### src/rtl/mode_seq_pkg.sv
`default_nettype none
// ============================================================================
// mode_seq_pkg : shared helpers and reset-default tables for mode_sequencer
// Rev 1.0
// ============================================================================
package mode_seq_pkg;

   // Default patterns packed one nibble per entry, entry 0 in the LSBs.
   localparam logic [63:0] c_DEF_PAT_M0 = 64'h0000_1221_3203_3023;
   localparam logic [63:0] c_DEF_PAT_M1 = 64'h0000_0000_0000_0231;
   localparam logic [63:0] c_DEF_PAT_M2 = 64'h0000_0000_0003_2212;
   localparam logic [63:0] c_DEF_PAT_M3 = 64'h0000_0000_0000_0021;

   function automatic int clog2(input int v);
      int r;
      r = 0;
      while ((1 << r) < v) r++;
      return r;
   endfunction

   function automatic logic in_range(input int v, input int lim);
      return (v < lim);
   endfunction

   function automatic int default_len(input int mode);
      case (mode)
         0:       return 12;
         1:       return 4;
         2:       return 6;
         3:       return 2;
         default: return 1;
      endcase
   endfunction

   function automatic int default_pat(input int mode, input int addr);
      logic [63:0] p;
      case (mode)
         0:       p = c_DEF_PAT_M0;
         1:       p = c_DEF_PAT_M1;
         2:       p = c_DEF_PAT_M2;
         3:       p = c_DEF_PAT_M3;
         default: p = 64'h0;
      endcase
      p = p >> (4 * addr);
      return int'(p[3:0]);
   endfunction

   // A zero length would stall the step counter, so it is stored as one.
   function automatic int clamp_len(input int len, input int depth);
      if (len < 1)     return 1;
      if (len > depth) return depth;
      return len;
   endfunction

endpackage
`default_nettype wire

### src/rtl/mode_seq_table.sv
`default_nettype none
// ============================================================================
// mode_seq_table : per-mode pattern register file and length registers
// Rev 1.0
// ============================================================================
module mode_seq_table
   import mode_seq_pkg::*;
#(
   parameter int  OUT_W = 2,
   parameter int  MODES = 4,
   parameter int  DEPTH = 16,
   localparam int MW    = clog2(MODES),
   localparam int SW    = clog2(DEPTH),
   localparam int LW    = clog2(DEPTH + 1)
) (
   input  logic             clk,
   input  logic             rst_n,
   input  logic             i_cfg_we,
   input  logic [MW-1:0]    i_cfg_mode,
   input  logic [SW-1:0]    i_cfg_addr,
   input  logic [OUT_W-1:0] i_cfg_data,
   input  logic             i_len_we,
   input  logic [LW-1:0]    i_len_data,
   input  logic [MW-1:0]    i_rd_mode,
   input  logic [SW-1:0]    i_rd_addr,
   output logic [OUT_W-1:0] o_rd_data,
   input  logic [MW-1:0]    i_len_mode,
   output logic [LW-1:0]    o_len
);

   logic [OUT_W-1:0] r_pat [MODES][DEPTH];
   logic [LW-1:0]    r_len [MODES];
   logic             w_mode_ok;
   logic             w_addr_ok;

   assign w_mode_ok = in_range(int'(i_cfg_mode), MODES);
   assign w_addr_ok = in_range(int'(i_cfg_addr), DEPTH);

   always_ff @(posedge clk) begin
      if (!rst_n) begin
         for (int m = 0; m < MODES; m++) begin
            r_len[m] <= LW'(clamp_len(default_len(m), DEPTH));
            for (int a = 0; a < DEPTH; a++) begin
               r_pat[m][a] <= OUT_W'(default_pat(m, a));
            end
         end
      end else begin
         if (i_cfg_we && w_mode_ok && w_addr_ok) begin
            r_pat[i_cfg_mode][i_cfg_addr] <= i_cfg_data;
         end
         if (i_len_we && w_mode_ok) begin
            r_len[i_cfg_mode] <= LW'(clamp_len(int'(i_len_data), DEPTH));
         end
      end
   end

   // Reads see the pre-write contents when a write hits the same entry.
   assign o_rd_data = r_pat[i_rd_mode][i_rd_addr];
   assign o_len     = r_len[i_len_mode];

endmodule
`default_nettype wire

### src/rtl/mode_sequencer.sv
`default_nettype none
// ============================================================================
// mode_sequencer : multi-mode pattern sequencer, mode switches deferred to wrap
// Rev 1.0
// ============================================================================
module mode_sequencer
   import mode_seq_pkg::*;
#(
   parameter int  OUT_W = 2,
   parameter int  MODES = 4,
   parameter int  DEPTH = 16,
   localparam int MW    = clog2(MODES),
   localparam int SW    = clog2(DEPTH),
   localparam int LW    = clog2(DEPTH + 1)
) (
   input  logic             clk,
   input  logic             rst_n,
   input  logic             i_en,
   input  logic             i_restart,
   input  logic [MW-1:0]    i_mode_req,
   input  logic             i_mode_req_valid,
   output logic             o_mode_pending,
   input  logic             i_cfg_we,
   input  logic [MW-1:0]    i_cfg_mode,
   input  logic [SW-1:0]    i_cfg_addr,
   input  logic [OUT_W-1:0] i_cfg_data,
   input  logic             i_len_we,
   input  logic [LW-1:0]    i_len_data,
   output logic [OUT_W-1:0] o_z,
   output logic [SW-1:0]    o_step,
   output logic [MW-1:0]    o_cur_mode,
   output logic             o_wrap
);

   logic [SW-1:0]    r_step;
   logic [MW-1:0]    r_cur_mode;
   logic             r_pending;
   logic [MW-1:0]    r_pend_mode;
   logic             r_wrap;
   logic [OUT_W-1:0] r_z;

   logic [LW-1:0]    w_len;
   logic [LW-1:0]    w_step_inc;
   logic             w_last;
   logic             w_do_wrap;
   logic             w_req_ok;
   logic             w_pend_v;
   logic [MW-1:0]    w_pend_mode;
   logic [MW-1:0]    w_next_mode;
   logic [SW-1:0]    w_next_step;
   logic [OUT_W-1:0] w_rd_data;

   // ">=" rather than "==" so a length shortened below the current step wraps.
   assign w_step_inc  = LW'(r_step) + LW'(1);
   assign w_last      = (w_step_inc >= w_len);
   assign w_do_wrap   = i_restart | (i_en & w_last);

   // A request arriving on the wrap edge is applied by that same wrap.
   assign w_req_ok    = i_mode_req_valid & in_range(int'(i_mode_req), MODES);
   assign w_pend_v    = w_req_ok | r_pending;
   assign w_pend_mode = w_req_ok ? i_mode_req : r_pend_mode;
   assign w_next_mode = (w_do_wrap && w_pend_v) ? w_pend_mode : r_cur_mode;
   assign w_next_step = w_do_wrap ? '0 : SW'(w_step_inc);

   mode_seq_table #(
      .OUT_W (OUT_W),
      .MODES (MODES),
      .DEPTH (DEPTH)
   ) u_table (
      .clk        (clk),
      .rst_n      (rst_n),
      .i_cfg_we   (i_cfg_we),
      .i_cfg_mode (i_cfg_mode),
      .i_cfg_addr (i_cfg_addr),
      .i_cfg_data (i_cfg_data),
      .i_len_we   (i_len_we),
      .i_len_data (i_len_data),
      .i_rd_mode  (w_next_mode),
      .i_rd_addr  (w_next_step),
      .o_rd_data  (w_rd_data),
      .i_len_mode (r_cur_mode),
      .o_len      (w_len)
   );

   always_ff @(posedge clk) begin
      if (!rst_n) begin
         r_step      <= '0;
         r_cur_mode  <= '0;
         r_pending   <= 1'b0;
         r_pend_mode <= '0;
         r_wrap      <= 1'b0;
         r_z         <= OUT_W'(default_pat(0, 0));
      end else begin
         r_wrap <= w_do_wrap;
         if (w_do_wrap) begin
            r_pending  <= 1'b0;
            r_cur_mode <= w_next_mode;
         end else if (w_req_ok) begin
            r_pending  <= 1'b1;
         end
         if (w_req_ok) begin
            r_pend_mode <= i_mode_req;
         end
         if (w_do_wrap || i_en) begin
            r_step <= w_next_step;
            r_z    <= w_rd_data;
         end
      end
   end

   assign o_z            = r_z;
   assign o_step         = r_step;
   assign o_cur_mode     = r_cur_mode;
   assign o_wrap         = r_wrap;
   assign o_mode_pending = r_pending;

endmodule
`default_nettype wire

### config.mk
export PLATFORM = sky130hd
export DESIGN_NAME = mode_sequencer
export DESIGN_NICKNAME = d
export VERILOG_FILES = /design/src/rtl/mode_seq_pkg.sv /design/src/rtl/mode_seq_table.sv /design/src/rtl/mode_sequencer.sv
export SDC_FILE = /design/constraint.sdc
export NUM_CORES = 1
export LEC_CHECK = 0
export BUFFER_PORTS_ARGS = -buffer_cell sky130_fd_sc_hd__buf_2
export CORE_UTILIZATION = 65
export DETAILED_ROUTE_END_ITERATION = 10
export PLACE_DENSITY = 0.83
export SLEW_MARGIN = 20
export SYNTH_ARGS = -nofsm -noshare
export SYNTH_HDL_FRONTEND = slang
export SYNTH_SLANG_ARGS = --single-unit
### constraint.sdc
create_clock -name clk -period 6.6 [get_ports clk]
set_input_delay 0.99 -clock clk [delete_from_list [all_inputs] [get_ports clk]]
set_output_delay 0.99 -clock clk [all_outputs]
set_load 0.03 [all_outputs]
==> summary.txt, run 1 <==
Timing
  • # setup viols final: 0
  • Worst slew pin tran: 1.09 ns
  • Min Tclk post-route: 4.70 ns
  • Final hold slack: 0.494 ns
  • Max Slew Vio Count: 0
  • Clock skew: 0.00683 ns
  • Post-Route Setup TNS: 0 ns
  • Max Fclk: 0.213 GHz
  • Rel. slew slack: 26.4%
  • Hold Fails Final Rpt: 0
  • Period utilization: 71.2%
  • RSZ-0062 raised after global routing: false

Critical path
  • Worst path depth: 12
  • CP bufs+invs: 0
  • Slowest cell delay on critical path: 0.81 ns
  • Crit end category: flop
  • CP max-delay cell: nand2_1
  • Crit Path Class: reg -> reg
  • CP Data Required Time: 6.96 ns
  • Cells on worst reg2reg path: 12
  • CP max FO: 30
  • CP cell instances: ha_1 -> xor2_1 -> ha_1 -> a21oi_1 -> o21ai_1 -> a21oi_2 -> o21ai_0 -> nand2_1 -> mux2i_1 -> o22ai_1 -> or4_1 -> o211ai_1
  • Startpoint Class: flop
  • CP arrival: 5.06 ns
  • CP delay by family, top: compound AO/OA/AOI/OAI gates
  • Most common cell on crit path: ha_1

Yosys
  • Async SR Flop Fraction: 0%
  • Share of the synthesized area in the top cell type: 52.2%
  • Post-synth top area cell: edfxtp_1
  • Compound-Gate Fraction of Synth Area: 6.18%
  • Post-Synthesis Cell Area: 8520 µm²
  • Area share of fa/ha/maj cells after synthesis: 0.881%
  • Synthesized flop and latch total: 162
  • Synth warn: 0
  • Ys flop type: edfxtp_1
  • Post-Synth Simple-Gate Area: 23.3%
  • Largest cells by area after synthesis: edfxtp_1 52%, mux2i_1 7.6%, and3_1 7.6%, nand2_1 7.4%, dfxtp_1 3.3%
  • Post-synthesis sequential area ratio: 55.5%
  • Largest family of logic cells by synthesized area: simple AND/OR/NAND/NOR gates
  • Yosys cell types: 62
  • Syn Inst Count: 796
  • Most frequent cell after synthesis: nand2_1
  • Syn Nets: 824
  • Post-synth EDFFs: 148
  • Mux contribution to synthesized area: 9.62%
  • Mean post-synth cell area: 10.7 µm²
  • Post-synth top cells: 168 x nand2_1, 148 x edfxtp_1, 103 x and3_1
  • Post-Synth XOR/XNOR Area: 0.308%

Detailed routing
  • Via-to-Cell Ratio: 6.30
  • Vias post-DR: 6088
  • Drt drc: 0
  • Detail Route Antenna Nets: 0
  • DRT Pass-1 Iters: 5
  • Routed WL: 18900 µm
  • DRT iter0 DRCs: 570
  • WL per Instance: 19.6 µm

Clock tree
  • Clock Latency Late Sink: 0.43 ns
  • # resized after CTS: 0
  • CTS Sinks: 162
  • Hold_buf cts: 0
  • Clk buf depth: 2
  • Root Buffer: clkbuf_16
  • CTS Buf Count: 17
  • H-tree levels: 4
  • Post-CTS setup buffer count: 0
  • CTS tree: built
  • Clk slew on worst S/H paths: 0.06 ns

Die
  • Die width: 116 µm
  • Rows: 41
  • Top Ports: 32
  • Core Region: 12700 µm²
  • Die area: 13600 µm²
  • Chip Height: 116 µm
  • Starting Density: 67.0%

Placed design
  • HPWL after DPL: 12200 µm
  • IO Port Bufs: 31
  • Final GP Congestion: 0.910

GRT
  • Largest net degree at the start of global routing: 81
  • First-pass GRT wire length: 29300 µm
  • Global route overflow: 0
  • Initial antenna violation count: 0
  • Vias in the first global route: 5626
  • Gr usage total: 29.5%

Finish
  • Nets@finish: 811
  • ANT cells: 0
  • Fill cells: 880
  • Layout cells sized above 1: 12.8%
  • Synth-to-layout area growth: 7.64%
  • Footprint of the multi-input gates: 3440 µm²
  • Storage element area: 4720 µm²

Pwr
  • Switching share of power: 24.5%
  • Lkg Pwr: 3.92 nW
  • Max VDD drop: 0.185 mV
  • Pwr per Cell Area: 265 nW/µm²
  • Clock power frac: 37.4%
  • Int Pwr: 0.00184 W
  • Net switching power: 0.000596 W
  • Combinational share of power: 13.2%
  • Sequential share of power: 49.4%

Run
  • Number of max-cap violations: 0

Outcome
  • Status: complete, no violations

Worst hold path
  • Min-Delay Path Depth: 2
  • Worst hold path class: reg -> reg
## kinds of logic (layout without fill, tap and decap cells)
kind of cell / Yosys count / after routing
muxes: 75 / 75
buffers and inverters: 81 / 80
DFF: 162 / 162
xor gates and xnor gates: 3 / 3
AOI/OAI and AO/OA: 71 / 71
and+or+nand+nor: 398 / 398
adders and majority gates: 6 / 6
## metal layers
| layer | wire (µm) | GRT usage (%) | share of wire [%] |
|---|---|---|---|
| met5 | 0 | 0 | 0 |
| met4 | 601 | 14.3 | 3.2 |
| met3 | 1480 | 4.93 | 7.8 |
| met2 | 9370 | 48.4 | 50 |
| met1 | 7470 | 38.3 | 40 |
## worst min-delay path, stage by stage (launching register included)
cell	delay, ns
dfxtp_1	0.31
nand2b_1	0.06
a21boi_0	0.07
## layout make-up
class	count	share of cell area (%)
Clock buffer	21	4.80
Clock inverter	10	1.01
Multi-Input combinational cell	553	37.6
Inverter	10	0.409
Sequential cell	162	51.5
Tap cell	172	2.35
Timing Repair Buffer	39	2.35
## final timing paths
check,to,slack (ns),start
worst max-delay path,o_z[0],1.90,o_step[0]
worst min-delay path,r_pend_mode[0],0.49,r_pend_mode[0]
worst max register to register,o_z[0],1.90,o_step[0]
worst min register to register,r_pend_mode[0],0.49,r_pend_mode[0]
## power groups by stage
stage	sequential (W)	clock (W)	combinational (W)
6_report	0.00120	0.000910	0.000320
5_1_grt	0.00121	0.000955	0.000345
4_1_cts	0.00120	0.000908	0.000317
3_5_place_dp	0.00122	0	0.000315
3_3_place_gp	0.00122	0	0.000307
2_1_floorplan	0.00122	0	0.000240
## state kept, by name, summed over array words and instances (netlist names), named ones only
register,cells
u_table.r_len,20
u_table.r_pat,128
o_cur_mode,2
o_step,4
o_mode_pending,1
o_wrap,1
o_z,2
r_pend_mode,2
## placed cells by master, fill, tap and decap left out, types with 9 or more instances in the layout
cell / n
nand2_1: 168
edfxtp_1: 148
and3_1: 103
mux2i_1: 65
nor2_1: 34
buf_2: 31
or2_2: 21
nor2b_1: 18
clkbuf_16: 17
dfxtp_1: 14
o21ai_0: 13
a211oi_1: 12
inv_1: 10
and2_1: 10
a22oi_1: 9
## metrics by stage
step	util, %	instances	setup WS (ns)	area [µm²]	total power (W)
after detailed placement	67.9	936	1.96	8640	0.00154
final	72.1	967	1.90	9170	0.00243
after CTS	72.1	967	1.95	9170	0.00243
after global routing	72.1	967	1.45	9170	0.00251
after floorplan	-	796	3.12	8520	0.00146
after global placement	67.9	936	2.19	8640	0.00153
(Power assumes the default switching activity.)
==> run 2, diff against run 1 <==
ABC_AREA = 1   (was default)
CORE_UTILIZATION = 56   (was 65)
PLACE_DENSITY = 0.76   (was 0.83)
clock period = 3.8 ns   (was 6.6 ns; I/O delays follow)
==> summary.txt, run 2 <==
Outcome
  • Status: complete, no violations

Clock tree
  • Root Buffer: clkbuf_16
  • Hold_buf cts: 0
  • CTS tree: built
  • CTS Buf Count: 17
  • CTS Sinks: 162
  • Clk slew on worst S/H paths: 0.06 ns
  • Post-CTS setup buffer count: 0
  • # resized after CTS: 0
  • H-tree levels: 4
  • Clk buf depth: 2
  • Clock Latency Late Sink: 0.43 ns

Finish
  • ANT cells: 0
  • Reg with most FFs: u_table.r_pat
  • Most frequent cells in the layout: 313 x nand2_1, 166 x nor2_1, 148 x edfxtp_1
  • Layout cells sized above 1: 8.53%
  • Commonest non-fill, non-tap cell in the layout: nand2_1
  • Synth-to-layout area growth: 9.86%
  • Core Util, Final: 63.3%
  • Largest register FFs: 128
  • Nets@finish: 1070

Timing
  • Setup ws final: 0.432 ns
  • # setup viols final: 0
  • Worst slew pin tran: 0.917 ns
  • Max Fclk: 0.297 GHz
  • Period utilization: 88.6%
  • Hold Fails Final Rpt: 0
  • Min Tclk post-route: 3.37 ns
  • RSZ-0062 raised after global routing: false
  • Clock skew: 0.00526 ns
  • Max Slew Vio Count: 0
  • Post-Route Setup TNS: 0 ns
  • Rel. slew slack: 38.9%

Critical path
  • Cells on worst reg2reg path: 18
  • R2r setup slk: 0.43 ns
  • CP Data Required Time: 4.12 ns
  • Worst R2R End: o_z[1]
  • CP max FO: 64
  • Startpoint Class: flop
  • CP arrival: 3.69 ns
  • Crit Path Class: reg -> reg
  • Crit end category: flop

Worst hold path
  • Hold path start: i_len_data[3]
  • Hold Path Sink: u_table.r_len[3][3]
  • Worst hold path class: in -> reg
  • Min-Delay Path Depth: 3

Yosys
  • Post-synth top area cell: edfxtp_1
  • Compound-Gate Fraction of Synth Area: 2.35%
  • Post-Synth Simple-Gate Area: 31.2%
  • Ys flop type: edfxtp_1
  • Mux contribution to synthesized area: 0%
  • Post-synth EDFFs: 148
  • Synth warn: 0
  • Post-Synthesis Cell Area: 8400 µm²
  • Yosys cell types: 31
  • Synthesized flop and latch total: 162
  • Post-Synth XOR/XNOR Area: 0.209%
  • Share of the synthesized area in the top cell type: 52.9%
  • Async SR Flop Fraction: 0%
  • Area share of fa/ha/maj cells after synthesis: 0.894%
  • Largest family of logic cells by synthesized area: simple AND/OR/NAND/NOR gates
  • Post-synth top cells: 313 x nand2_1, 166 x nor2_1, 148 x edfxtp_1
  • Most frequent cell after synthesis: nand2_1
  • Syn Inst Count: 1022
  • Largest cells by area after synthesis: edfxtp_1 53%, nand2_1 14%, nand3_1 8.1%, nor2_1 7.4%, inv_1 6.1%
  • Mean post-synth cell area: 8.22 µm²
  • Post-synthesis sequential area ratio: 56.2%
  • Syn Nets: 1050

Die
  • Chip Height: 124 µm
  • Core Region: 14600 µm²
  • Starting Density: 57.6%
  • Top Ports: 32
  • Die area: 15500 µm²
  • Rows: 44
  • Die width: 124 µm

GRT
  • Gr usage total: 26.4%
  • Global route overflow: 0
  • Largest net degree at the start of global routing: 75
  • Vias in the first global route: 6450
  • First-pass GRT wire length: 31500 µm
  • Initial antenna violation count: 0

Pwr
  • Lkg Pwr: 4.04 nW
  • Max VDD drop: 0.317 mV
  • Pwr per Cell Area: 480 nW/µm²

Detailed routing
  • Routed WL: 19300 µm
  • Vias post-DR: 6720
  • DRT iter0 DRCs: 842
  • WL per Instance: 15.6 µm
  • Via-to-Cell Ratio: 5.42
  • Drt drc: 0
  • Detail Route Antenna Nets: 0
  • DRT Pass-1 Iters: 6

Placed design
  • Pre-CTS WS: 0.190 ns
  • HPWL after DPL: 12500 µm
  • Final GP Congestion: 0.839
  • IO Port Bufs: 31

Run
  • Number of max-cap violations: 0
[run 2: worst max-delay path by stage]
stage / startpoint / to / cells after the start / slack, ns
2_1_floorplan: o_step[0] / o_z[1] / 18 / 1.10
3_3_place_gp: flop / o_z[0] / 19 / 0.28
3_5_place_dp: flop / o_z[0] / 19 / 0.19
4_1_cts: flop / o_z[0] / 19 / 0.17
5_1_grt: flop / o_z[0] / 20 / 0.02
6_report: flop / o_z[1] / 18 / 0.43
[run 2: final cells by class]
class	instances	area [µm²]
Clock buffer	20	437
Clock inverter	12	92.6
Fill cell	1191	5360
Inverter	146	548
Multi-Input combinational cell	669	2930
Sequential cell	162	4720
Tap cell	184	230
Timing Repair Buffer	46	268
[run 2: logic make-up (layout without fill, tap and decap cells)]
logic type | Yosys count | in the layout
simple gates | 629 | 629
buf+inv | 191 | 224
flops | 162 | 162
compound gates | 32 | 32
fa+ha+maj | 6 | 6
xor+xnor | 2 | 2
[run 2: routing by layer]
layer	up-vias	global-route usage, %	wire [µm]
met1	3070	34.2	8120
li1	3300	-	-
met4	0	10.7	489
met2	312	43.4	9060
met3	38	5.54	1630
met5	-	0	0
[run 2: per-stage QoR]
stage / std cells / instance area, µm² / power, W / hold WS [ns]
6_report: 1239 / 9230 / 0.00443 / 0.511
5_1_grt: 1239 / 9230 / 0.00461 / 0.506
4_1_cts: 1239 / 9210 / 0.00443 / 0.492
3_5_place_dp: 1207 / 8680 / 0.00290 / 0.529
3_3_place_gp: 1207 / 8680 / 0.00288 / 0.505
2_1_floorplan: 1022 / 8400 / 0.00268 / 0.478
[run 2: critical path: stages, from the launching register on]
cell and delay, ns:
dfxtp_1 0.51, clkinv_1 0.30, o21ai_0 0.23, o22ai_1 0.09, ha_1 0.27, inv_1 0.05, nand2_1 0.04, nand2_1 0.09
nand3_4 0.12, nand3_4 0.15, nand2_4 0.13, nand2_4 0.51, nand2_1 0.12, nand3_1 0.11, nand3_1 0.09, nand3_1 0.13
nand3_1 0.10, nand3_1 0.10, nand3_1 0.06
[run 2: report_power, final]
group	internal, W	leakage, nW	total [W]	switching [W]
Clock	0.000888	0.252	0.00156	0.000670
Sequential	0.00205	1.54	0.00209	0.0000435
Combinational	0.000237	2.25	0.000782	0.000545
==> run 3, diff against run 2 <==
CELL_PAD_IN_SITES_DETAIL_PLACEMENT = 1   (was default)
CELL_PAD_IN_SITES_GLOBAL_PLACEMENT = 2   (was default)
CORE_UTILIZATION = 34   (was 56)
PLACE_DENSITY = default   (was 0.76)
PLACE_DENSITY_LB_ADDON = 0.1   (was default)
==> summary.txt, run 3 (synthesized netlist as in run 2, its figures left out) <==
Detailed routing
  • Met3 wire len: 506 µm
  • Drt drc: 0
  • WL per Instance: 17.7 µm
  • DRT Pass-1 Iters: 5
  • DRT met1 WL: 11800 µm
  • Vias post-DR: 6629
  • Routed wl met2: 12000 µm
  • Detail Route Antenna Nets: 0
  • DRT iter0 DRCs: 411
  • Via-to-Cell Ratio: 4.80
  • Routed WL: 24500 µm
  • Max layer used: met4

Critical path
  • Startpoint Class: flop
  • Worst R2R End: o_z[0]
  • CP bufs+invs: 3
  • Crit Path Class: reg -> reg
  • CP max-delay cell: dfxtp_1
  • Slowest cell delay on critical path: 0.43 ns
  • CP delay by family, top: simple AND/OR/NAND/NOR gates
  • Crit end category: flop
  • CP max FO: 21
  • R2r setup slk: 0.63 ns
  • CP cell instances: clkinv_1 -> o21ai_0 -> o22ai_1 -> ha_1 -> inv_1 -> nand2_1 -> nand2_1 -> nand3_4 -> nand4_4 -> nand2_4 -> buf_12 -> nand2_1 -> nand3_1 -> nand3_1 -> nand3_1 -> nand2_1 -> nand2_1 -> nand2_1 -> nand2_1 -> nand3_1
  • Cells on worst reg2reg path: 20
  • Most common cell on crit path: nand2_1
  • CP Data Required Time: 4.11 ns
  • CP arrival: 3.48 ns

Pwr
  • Net switching power: 0.00138 W
  • Switching share of power: 30.5%
  • Int Pwr: 0.00316 W
  • Combinational share of power: 18.9%
  • Sequential share of power: 46.1%
  • Pwr per Cell Area: 477 nW/µm²
  • Clock power frac: 35.0%
  • Lkg Pwr: 4.09 nW
  • Max VDD drop: 0.256 mV

GRT
  • Gr usage total: 20.3%
  • Vias in the first global route: 6920
  • First-pass GRT wire length: 39100 µm
  • Initial antenna violation count: 0
  • Global route overflow: 0
  • Largest net degree at the start of global routing: 75

Die
  • Rows: 57
  • Die area: 25300 µm²
  • Top Ports: 32
  • Starting Density: 34.6%
  • Core Region: 24200 µm²
  • Die width: 159 µm
  • Chip Height: 159 µm

Finish
  • Cell area after layout: 9520 µm²
  • Nets@finish: 1073
  • Footprint of the multi-input gates: 2910 µm²
  • Synth-to-layout area growth: 13.3%
  • Core Util, Final: 39.3%
  • Final Non-Filler Cells: 1382
  • Largest register FFs: 128
  • Layout cells sized above 1: 9.07%
  • Commonest non-fill, non-tap cell in the layout: nand2_1
  • ANT cells: 0
  • Reg with most FFs: u_table.r_pat
  • Storage element area: 4720 µm²
  • Fill cells: 2923
  • Most frequent cells in the layout: 313 x nand2_1, 166 x nor2_1, 148 x edfxtp_1

Clock tree
  • Post-CTS setup buffer count: 0
  • Clk slew on worst S/H paths: 0.07 ns
  • Hold_buf cts: 0
  • CTS tree: built
  • Clock Latency Late Sink: 0.42 ns
  • H-tree levels: 4
  • Root Buffer: clkbuf_16
  • Clk buf depth: 2
  • # resized after CTS: 0
  • CTS Buf Count: 17
  • CTS Sinks: 162

Worst hold path
  • Hold path start: i_mode_req_valid
  • Hold Path Sink: r_pend_mode[1]
  • Min-Delay Path Depth: 3
  • Worst hold path class: in -> reg

Timing
  • Post-Route Setup TNS: 0 ns
  • Clock skew: 0.00621 ns
  • Max Fclk: 0.315 GHz
  • Period utilization: 83.4%
  • Min Tclk post-route: 3.17 ns
  • Hold Fails Final Rpt: 0
  • Rel. slew slack: 36.7%
  • RSZ-0062 raised after global routing: false
  • # setup viols final: 0
  • Max Slew Vio Count: 0
  • Worst slew pin tran: 0.940 ns

Placed design
  • IO Port Bufs: 31
  • DP Area: 8980 µm²
  • Final GP Congestion: 0.747
  • Placed cells: 1350
  • HPWL after DPL: 16700 µm

Outcome
  • Status: complete, no violations

Run
  • Number of max-cap violations: 0
[run 3: changes by cell type in the layout (fill, tap and decap cells not counted)]
cell       before  now
inv_6           0    3
o21ai_2         1    3
clkinv_2        4    1
buf_12          0    8
inv_8           0    1
clkbuf_1        3    0
o21ai_4         2    0
clkinv_4        1    4
buf_4          15   10
bufinv_16       1    0
[run 3: worst max-delay path by stage]
| stage | start | cells past startpoint | slack (ns) | to |
|---|---|---|---|---|
| 5_1_grt | flop | 19 | 0.25 | o_z[1] |
| 4_1_cts | flop | 19 | 0.57 | o_z[1] |
| 2_1_floorplan | o_step[0] | 18 | 1.10 | o_z[1] |
| 6_report | flop | 20 | 0.63 | o_z[0] |
| 3_3_place_gp | flop | 19 | 0.62 | o_z[1] |
| 3_5_place_dp | flop | 18 | 0.59 | o_z[1] |
[run 3: power by group through the flow]
stage / registers [W] / logic (W) / clock network (W)
finish: 0.00209 / 0.000860 / 0.00159
global route: 0.00210 / 0.000968 / 0.00167
CTS: 0.00209 / 0.000879 / 0.00161
detailed placement: 0.00213 / 0.000874 / 0
global placement: 0.00213 / 0.000870 / 0
floorplan: 0.00214 / 0.000547 / 0
[run 3: routing by layer]
layer	global-route usage, %	vias up
met4	4.06	0
met2	34.9	72
li1	-	3297
met3	2.87	8
met1	27.2	3252
met5	0	-
[run 3: worst reg2reg max path, cell delays in order (launching register included)]
cell and delay, ns:
dfxtp_1 0.43, clkinv_1 0.27, o21ai_0 0.23, o22ai_1 0.09, ha_1 0.27, inv_1 0.03, nand2_1 0.05, nand2_1 0.09
nand3_4 0.12, nand4_4 0.24, nand2_4 0.34, buf_12 0.21, nand2_1 0.07, nand3_1 0.10, nand3_1 0.10, nand3_1 0.12
nand2_1 0.08, nand2_1 0.07, nand2_1 0.05, nand2_1 0.05, nand3_1 0.06
[run 3: metrics by stage]
step	setup slack, ns	hold WS [ns]	total power (W)
after floorplan	1.10	0.478	0.00268
after detailed placement	0.592	0.513	0.00300
after CTS	0.572	0.486	0.00459
after global routing	0.255	0.502	0.00474
after global placement	0.625	0.502	0.00300
final	0.630	0.485	0.00454
[run 3: cell type report]
| class | instances | area share (%) |
|---|---|---|
| Clock buffer | 17 | 4.47 |
| Clock inverter | 15 | 1.17 |
| Inverter | 146 | 5.76 |
| Multi-Input combinational cell | 669 | 30.6 |
| Sequential cell | 162 | 49.6 |
| Tap cell | 324 | 4.26 |
| Timing Repair Buffer | 49 | 4.10 |
